--- src/rtl/outlayer_argmax.sv ---
// Output layer: stores a NUM_CLASS x LENGHT_H signed weight matrix, runs one
// multiply-accumulate per cycle over a captured hidden vector and reports the arg-max class.
module outlayer_argmax #(
  parameter int LENGHT_H  = 8,
  parameter int WIDTH_O   = 7,
  parameter int WIDTH_W   = 9,
  parameter int NUM_CLASS = 4,
  parameter int WIDTH_IDX = 2,
  parameter int WIDTH_ACC = 20
) (
  input  logic                          clk,
  input  logic                          rst,
  input  logic                          w_load,
  input  logic [WIDTH_W-1:0]            w_i,
  output logic                          w_loaded,
  input  logic                          h_valid,
  input  logic [LENGHT_H*WIDTH_O-1:0]   h_in,
  output logic                          h_ready,
  output logic                          class_valid,
  output logic [WIDTH_IDX-1:0]          class_idx,
  output logic [WIDTH_ACC-1:0]          class_score
);

  localparam int DEPTH = NUM_CLASS * LENGHT_H;
  localparam int AW    = (DEPTH > 1) ? $clog2(DEPTH) : 1;
  localparam int JW    = (LENGHT_H > 1) ? $clog2(LENGHT_H) : 1;
  localparam int PW    = WIDTH_W + WIDTH_O + 1;

  typedef enum logic [1:0] {IDLE, MAC, DONE} state_t;

  state_t                        state_reg;
  logic [WIDTH_W-1:0]            mem [DEPTH];
  logic [WIDTH_W-1:0]            rd_data_reg;
  logic [AW-1:0]                 w_addr_reg;
  logic                          w_loaded_reg;
  logic [AW-1:0]                 mac_addr_reg;
  logic [AW-1:0]                 rd_addr;
  logic [JW-1:0]                 j_reg;
  logic [WIDTH_IDX-1:0]          c_reg;
  logic [LENGHT_H*WIDTH_O-1:0]   h_reg;
  logic [WIDTH_O-1:0]            h_arr [LENGHT_H];
  logic signed [WIDTH_ACC-1:0]   acc_reg;
  logic signed [WIDTH_ACC-1:0]   best_score_reg;
  logic [WIDTH_IDX-1:0]          best_idx_reg;
  logic                          class_valid_reg;
  logic [WIDTH_IDX-1:0]          class_idx_reg;
  logic [WIDTH_ACC-1:0]          class_score_reg;

  logic                          wr_en;
  logic                          j_last;
  logic                          mac_last;
  logic [WIDTH_O-1:0]            h_cur;
  logic signed [PW-1:0]          prod;
  logic signed [WIDTH_ACC-1:0]   prod_ext;
  logic signed [WIDTH_ACC-1:0]   sum_next;
  logic                          take_next;
  logic signed [WIDTH_ACC-1:0]   best_score_next;
  logic [WIDTH_IDX-1:0]          best_idx_next;

  genvar gi;
  generate
    for (gi = 0; gi < LENGHT_H; gi++) begin : g_h_unpack
      assign h_arr[gi] = h_reg[gi*WIDTH_O +: WIDTH_O];
    end
  endgenerate

  assign wr_en    = (state_reg == IDLE) && w_load && !rst;
  assign j_last   = (j_reg == JW'(LENGHT_H - 1));
  assign mac_last = (mac_addr_reg == AW'(DEPTH - 1));
  assign h_ready  = (state_reg == IDLE) && w_loaded_reg && !w_load;

  // Read one address ahead so the registered weight lines up with its MAC cycle;
  // in IDLE the first weight is kept prefetched for an immediate start.
  always_comb begin
    rd_addr = '0;
    if (state_reg == MAC && !mac_last)
      rd_addr = mac_addr_reg + 1'b1;
  end

  always_ff @(posedge clk) begin
    if (wr_en)
      mem[w_addr_reg] <= w_i;
    rd_data_reg <= mem[rd_addr];
  end

  always_comb begin
    h_cur           = h_arr[j_reg];
    prod            = $signed(rd_data_reg) * $signed({1'b0, h_cur});
    prod_ext        = {{(WIDTH_ACC-PW){prod[PW-1]}}, prod};
    sum_next        = ((j_reg == '0) ? '0 : acc_reg) + prod_ext;
    take_next       = (c_reg == '0) || (sum_next > best_score_reg);
    best_score_next = take_next ? sum_next : best_score_reg;
    best_idx_next   = take_next ? c_reg : best_idx_reg;
  end

  always_ff @(posedge clk or posedge rst) begin
    if (rst) begin
      state_reg       <= IDLE;
      w_addr_reg      <= '0;
      w_loaded_reg    <= 1'b0;
      mac_addr_reg    <= '0;
      j_reg           <= '0;
      c_reg           <= '0;
      h_reg           <= '0;
      acc_reg         <= '0;
      best_score_reg  <= '0;
      best_idx_reg    <= '0;
      class_valid_reg <= 1'b0;
      class_idx_reg   <= '0;
      class_score_reg <= '0;
    end else begin
      case (state_reg)
        IDLE: begin
          class_valid_reg <= 1'b0;
          if (w_load) begin
            if (w_addr_reg == AW'(DEPTH - 1)) begin
              w_addr_reg   <= '0;
              w_loaded_reg <= 1'b1;
            end else begin
              w_addr_reg <= w_addr_reg + 1'b1;
            end
          end else if (h_valid && h_ready) begin
            h_reg        <= h_in;
            mac_addr_reg <= '0;
            j_reg        <= '0;
            c_reg        <= '0;
            state_reg    <= MAC;
          end
        end
        MAC: begin
          acc_reg      <= sum_next;
          mac_addr_reg <= mac_addr_reg + 1'b1;
          if (j_last) begin
            j_reg          <= '0;
            c_reg          <= c_reg + 1'b1;
            best_score_reg <= best_score_next;
            best_idx_reg   <= best_idx_next;
          end else begin
            j_reg <= j_reg + 1'b1;
          end
          if (mac_last) begin
            class_valid_reg <= 1'b1;
            class_idx_reg   <= best_idx_next;
            class_score_reg <= best_score_next;
            state_reg       <= DONE;
          end
        end
        DONE: begin
          class_valid_reg <= 1'b0;
          state_reg       <= IDLE;
        end
        default: state_reg <= IDLE;
      endcase
    end
  end

  assign w_loaded    = w_loaded_reg;
  assign class_valid = class_valid_reg;
  assign class_idx   = class_idx_reg;
  assign class_score = class_score_reg;

endmodule

--- config.mk ---
export PLATFORM = sky130hd
export DESIGN_NAME = outlayer_argmax
export DESIGN_NICKNAME = d
export VERILOG_FILES = /design/src/rtl/outlayer_argmax.sv
export SDC_FILE = /design/constraint.sdc
export NUM_CORES = 1
export LEC_CHECK = 0
export CAP_MARGIN = 20
export CORE_MARGIN = 2
export CORE_UTILIZATION = 35
export CTS_CLUSTER_SIZE = 25
export DETAILED_ROUTE_END_ITERATION = 6
export GPL_ROUTABILITY_DRIVEN = 0
export PLACE_DENSITY = 0.63
export SYNTH_ARGS = -nofsm -noshare
export SYNTH_HDL_FRONTEND = slang
export SYNTH_SLANG_ARGS = --single-unit
export TNS_END_PERCENT = 1
--- constraint.sdc ---
create_clock -name clk -period 22.7 [get_ports clk]
set_input_delay 2.27 -clock clk [delete_from_list [all_inputs] [get_ports clk]]
set_output_delay 2.27 -clock clk [all_outputs]
set_load 0.1 [all_outputs]
# Yosys cells after proc, flatten, opt, wreduce, memory -nomap -nowiden
# Memory sizes are Yosys's and may differ from the RTL's. A register that Yosys moved wholly into a read port is not among the register bits.
# Cells that the tools add are included.
[classes]
addsub = 5
n_mul = 1
order_cmp = 2
n_eq_ne = 9
muxes = 27
bitwise = 2
reduce_logical = 25
[ops]
columns = ["op", "count"]
rows = [
  ["$mux 20", 2],
  ["$bmux 7 s3", 1],
  ["$add 20x20->20", 1],
  ["$gt 20x20->1", 1],
  ["$mux 5", 4],
  ["$mul 9x8->17", 1],
  ["$mux 2", 7],
  ["$mux 7", 2],
  ["$reduce_and 3->1", 4],
  ["$add 5x1->5 const B", 2],
  ["$eq 5x5->1 const B", 2],
  ["$pmux 5 s2", 1],
  ["$mux 3", 3],
  ["$pmux 2 s2", 2],
  ["$reduce_and 2->1", 4],
  ["$logic_and 1x1->1", 6],
  ["$ne 2x2->1 const B", 3],
  ["$pmux 3 s2", 1],
  ["$ge 4x4->1 const B", 1],
  ["$logic_not 2->1", 2],
  ["$not 3->4", 1],
  ["$reduce_and 4->1", 1],
  ["$reduce_bool 2->1", 2],
  ["$add 3x1->3 const B", 1],
  ["other kinds (12)", 16],
]
[totals]
regBits = 139
ram_bits = 288
in_bits = 69
elab_cells = 85
n_memories = 1
[memory_table]
columns = ["memory", "depth", "width", "rd", "rd_ports_with_merged_regs", "wr", "line_no", "text"]
rows = [
  ["mem", 32, 9, 1, 1, 1, "32", "logic [WIDTH_W-1:0] mem [DEPTH];"],
]

# Depth between registers and ports, before layout
[depth]
ltp_word = 9
mapped_depth = 43

# Worst setup path before layout
# Ideal clock, no wire load.
[synth_timing]
kind = "register to register"
from = "register j_reg[0]"
to = "register best_idx_reg[0]"
setup_time_ps = 125
arrival_time_ps = 9162
setup_slack_ps = 13413
stages_incl_launch_ff = 41
cell_sequence = "dfrtp_1 -> clkbuf_1 -> buf_2 -> mux4_2 -> mux2i_1 -> nor2b_1 -> fa_1 -> inv_1 -> fa_1 -> inv_1 -> fa_1 -> inv_1 -> fa_1 -> inv_1 -> ha_1 -> inv_1 -> o21bai_1 -> a21oi_1 -> [5 not listed] -> and3_1 -> a221oi_2 -> nand3_1 -> a31o_2 -> nor4b_1 -> a21boi_0 -> nand4_1 -> inv_1 -> ha_1 -> nand4_1 -> nor4_1 -> a21boi_1 -> nor4_1 -> and4b_1 -> nor3_4 -> and2b_1 -> buf_4 -> mux2_2"
[synth_via]
elab_chain_cells = 9
word_cells_on_any_way = 13
classes_between = "add/sub (1); mul (1); order compare (1); eq/ne (1); mux (5); bitwise (1); reduce/logical (3)"
[synth_rtl]
columns = ["element", "line_no", "text"]
rows = [
  ["from (decl)", "38", "logic [JW-1:0] j_reg;"],
  ["from (signal assigned)", "139", "j_reg <= j_reg + 1'b1;"],
  ["$not 3->4 (implied by the code)", "87", "h_cur = h_arr[j_reg];"],
  ["$bmux 7 s3", "87", ""],
  ["$mux 7 (implied by the code) (2 in series)", "87", ""],
  ["$mul 9x8->17", "88", "prod = $signed(rd_data_reg) * $signed({1'b0, h_cur});"],
  ["$add 20x20->20 (*)", "90", "sum_next = ((j_reg == '0) ? '0 : acc_reg) + prod_ext;"],
  ["net sum_next[17]", "55", "logic signed [WIDTH_ACC-1:0] sum_next;"],
  ["$gt 20x20->1 (*)", "91", "take_next = (c_reg == '0) || (sum_next > best_score_reg);"],
  ["$logic_or 1x1->1 (*)", "91", ""],
  ["$mux 2 (*)", "93", "best_idx_next = take_next ? c_reg : best_idx_reg;"],
  ["to (signal assigned)", "137", "best_idx_reg <= best_idx_next;"],
  ["to (decl)", "44", "logic [WIDTH_IDX-1:0] best_idx_reg;"],
]
# The timed path passes the listed nets; every way through them passes the cells marked *. The select of a mux whose other input is x is not followed.
# A chain may end at the register's enable or synchronous reset.

# Worst setup path in the final report
[layout_timing]
from = "register j_reg[0]"
to = "register best_idx_reg[1]"
# The elaborated chain is that of the path after synthesis.

==> metrics <==
setup TNS=0 ns; initial drt markers=between 800 and 900; Yosys warning total=0; # port buffers=93; Core ar.=60600 um^2; hold_buf cts=0; Worst-Margin Slew=1.13 ns; wire per inst=19.0 um; fraction of layout instances using a drive strength above 1=between 10% and 20%; Startpoint Class=register; GR Util met2=26.8%; Setup Skew=0.0565 ns; Initial DRT Pass Iterations=5; Post-CTS Setup Bufs=0; Worst Path Required=23.17 ns; critical path peak fanout=26; CP peak stage delay=0.98 ns; RSZ-0062 raised after global routing=no; post-layout util=41.1%; Multi-input gate area=8500 um^2; Avg Cell Area, Syn=13.4 um^2; antenna violations before repair=1; clock latency on the worst-skew pair=around 0.63 ns; Mapped Area=21500 um^2; post-synth cell types=59; diodes inserted=0; final setup fails=0; Area Overhead vs Synth=15.8%; max FFs per register=288; first-pass GRT wire length=75.0 mm; hold endpoint=acc_reg[9]$_DFFE_PP0P_; Hold Path Depth=2; area share of the largest cell type after synthesis=40.2%; Post-CTS Resized=0; TritonCTS clock tree=done; cells on worst reg2reg path=37; min-delay src=acc_reg[9]$_DFFE_PP0P_; I/O Pins=94; Crit path arrival time=11.12 ns; WS Path Type=reg -> reg; Die H=252 um; final antenna-violating net count=0; hpwl dp=31.8 mm; H-tree levels=2; met3 Use GR=2.18%; Final Critical Period=10.65 ns; Worst R2R Start=j_reg[0]$_DFFE_PP0P_; Worst slew margin=24.1%; synth top area cells=edfxtp_1 (40%), dfrtp_1 (16%), mux4_2 (9.0%); Reg2Reg Setup Slack=12.05 ns; Max Fclk=93.9 MHz; vias in the first global route=around 13k; Starting Density=a little over a third; CTS root buf=clkbuf_16; routed vias=~13k; status=finished, final reports clean; M1 GR Usage=around a fifth; global routing's busiest layer=met2; sequential fraction of the synthesis area=a little under three fifths; global-route usage over all layers=between 10% and 20%; most used cell, CP=inv_1; WL final=47.9 mm; Fin. Hold Viols=0; Final Cycle Share=46.9%; Final Max Tran Viols=0; Die W=roughly 250 um; Post-Syn Nets=1808; slowest CP cell=dfrtp_1; number of synthesized flops with an enable pin=288; clock slew at reported path FFs=0.06 ns; critical register-to-register path endpoint=best_idx_reg[1]$_DFFE_PP0P_; Max-Cap Viols=0; GRT overflow=0; area leader, netlist=edfxtp_1; Num CTS Buffers=48; largest net degree at the start of global routing=76; die area=between 60000 and 70000 um^2; fill count=5559; CP Capture Type=register; vias per cell=5.09; row cnt=90; Layout Nets=1909; clock buffer depth=3; FF+latch count, synth=between 400 and 500; Async S/R FF share, synth=31.9%; Clock Sinks=436; Hold Crit Class=reg -> reg; DRC=0; top_reg_cell synth=edfxtp_1; Seq. cell area=12300 um^2; Cells after Synth=1604
==> worst max-delay path by stage <==
stage	startpoint	to	slack, ns	cells after the start
3_5_place_dp	j_reg[0]$_DFFE_PP0P_	best_idx_reg[0]$_DFFE_PP0P_	12.07	37
2_1_floorplan	j_reg[0]$_DFFE_PP0P_	best_idx_reg[0]$_DFFE_PP0P_	13.41	40
6_report	j_reg[0]$_DFFE_PP0P_	best_idx_reg[1]$_DFFE_PP0P_	12.05	37
5_1_grt	j_reg[0]$_DFFE_PP0P_	best_idx_reg[0]$_DFFE_PP0P_	11.20	37
3_3_place_gp	j_reg[0]$_DFFE_PP0P_	best_idx_reg[1]$_DFFE_PP0P_	12.41	38
4_1_cts	j_reg[0]$_DFFE_PP0P_	best_idx_reg[0]$_DFFE_PP0P_	12.03	37
==> final cells by class <==
cell class,count,area share (%)
multi-input combinational,983,34.1
clock buffer,59,5.11
tap,782,3.93
clock inverter,26,0.989
timing repair buffer,115,4.66
inverter,121,1.84
sequential,436,49.4
==> worst max-delay path: cells and delay by family, from the launching register on <==
family,cells,cell delay [ns]
flip-flops,1,0.98
AO/OA/AOI/OAI,7,1.66
XOR/XNOR,1,0.15
buffers and inverters,6,0.60
multiplexers,3,1.56
AND/OR/NAND/NOR,13,2.69
adder cells (fa/ha/maj),7,2.91
==> cell families (layout without fill, tap and decap cells) <==
kind of cell / count (synthesis) / after routing / share of synthesized area, %
compound gates: 185 / 185 / 5.21
xor+xnor: 36 / 36 / 1.55
fa+ha+maj: 135 / 135 / 9.66
buf+inv: 185 / 321 / 3.43
flops: 436 / 436 / 57.2
mux: 165 / 165 / 13.1
simple gates: 462 / 462 / 9.92
==> per-stage QoR <==
step / worst slack, ns / hold slack (ns) / std cells / instance area [um^2]
finish: 12.05 / 0.467 / 2522 / 24900
global route: 11.20 / 0.490 / 2522 / 24900
CTS: 12.03 / 0.470 / 2514 / 24800
detailed placement: 12.07 / 0.457 / 2429 / 23300
global placement: 12.41 / 0.452 / 2429 / 23300
floorplan: 13.41 / 0.438 / 1604 / 21500
==> routing by layer <==
layer	part of all wire [%]	wire length, um
met5	0	0
met4	3.0	1460
met3	4.2	2020
met2	51	24500
met1	42	20000
==> cells in the final DEF, fill, tap and decap left out, drive strengths merged, types with 3 or more instances in the layout <==
cell type	synthesis	final
a211oi	5	5
a21boi	3	3
a21o	9	9
a21oi	46	46
and2	19	19
and3	3	3
buf	17	22
clkbuf	47	59
clkdlybuf4s50	0	93
clkinv	0	20
clkinvlp	0	3
dfrtp	139	139
dfxtp	9	9
edfxtp	288	288
fa	52	52
ha	83	83
inv	121	122
mux2	65	65
mux2i	14	14
mux4	86	86
nand2	165	165
nand2b	14	14
nand3	35	35
nand4	9	9
nor2	124	124
nor2b	62	62
nor3	16	16
o211ai	14	14
o21a	3	3
o21ai	85	85
o21bai	4	4
or3	5	5
xnor2	25	25
xor2	11	11
==> cells in the mapped netlist, types with 11 or more instances <==
library cell	instances
a21oi_1	46
nand2b_1	14
xnor2_1	24
ha_1	83
edfxtp_1	288
xor2_1	11
and2_1	19
fa_1	52
nand3_1	35
o211ai_1	14
nand2_1	165
clkbuf_1	47
mux4_2	86
mux2i_1	14
inv_1	121
nor2b_1	62
mux2_2	65
nor2_1	124
nor3_1	14
o21ai_0	79
dfrtp_1	139
Power is left out: the tool's default activity adds up to more than one toggle a clock period on the data nets, which glitch-free logic cannot reach.
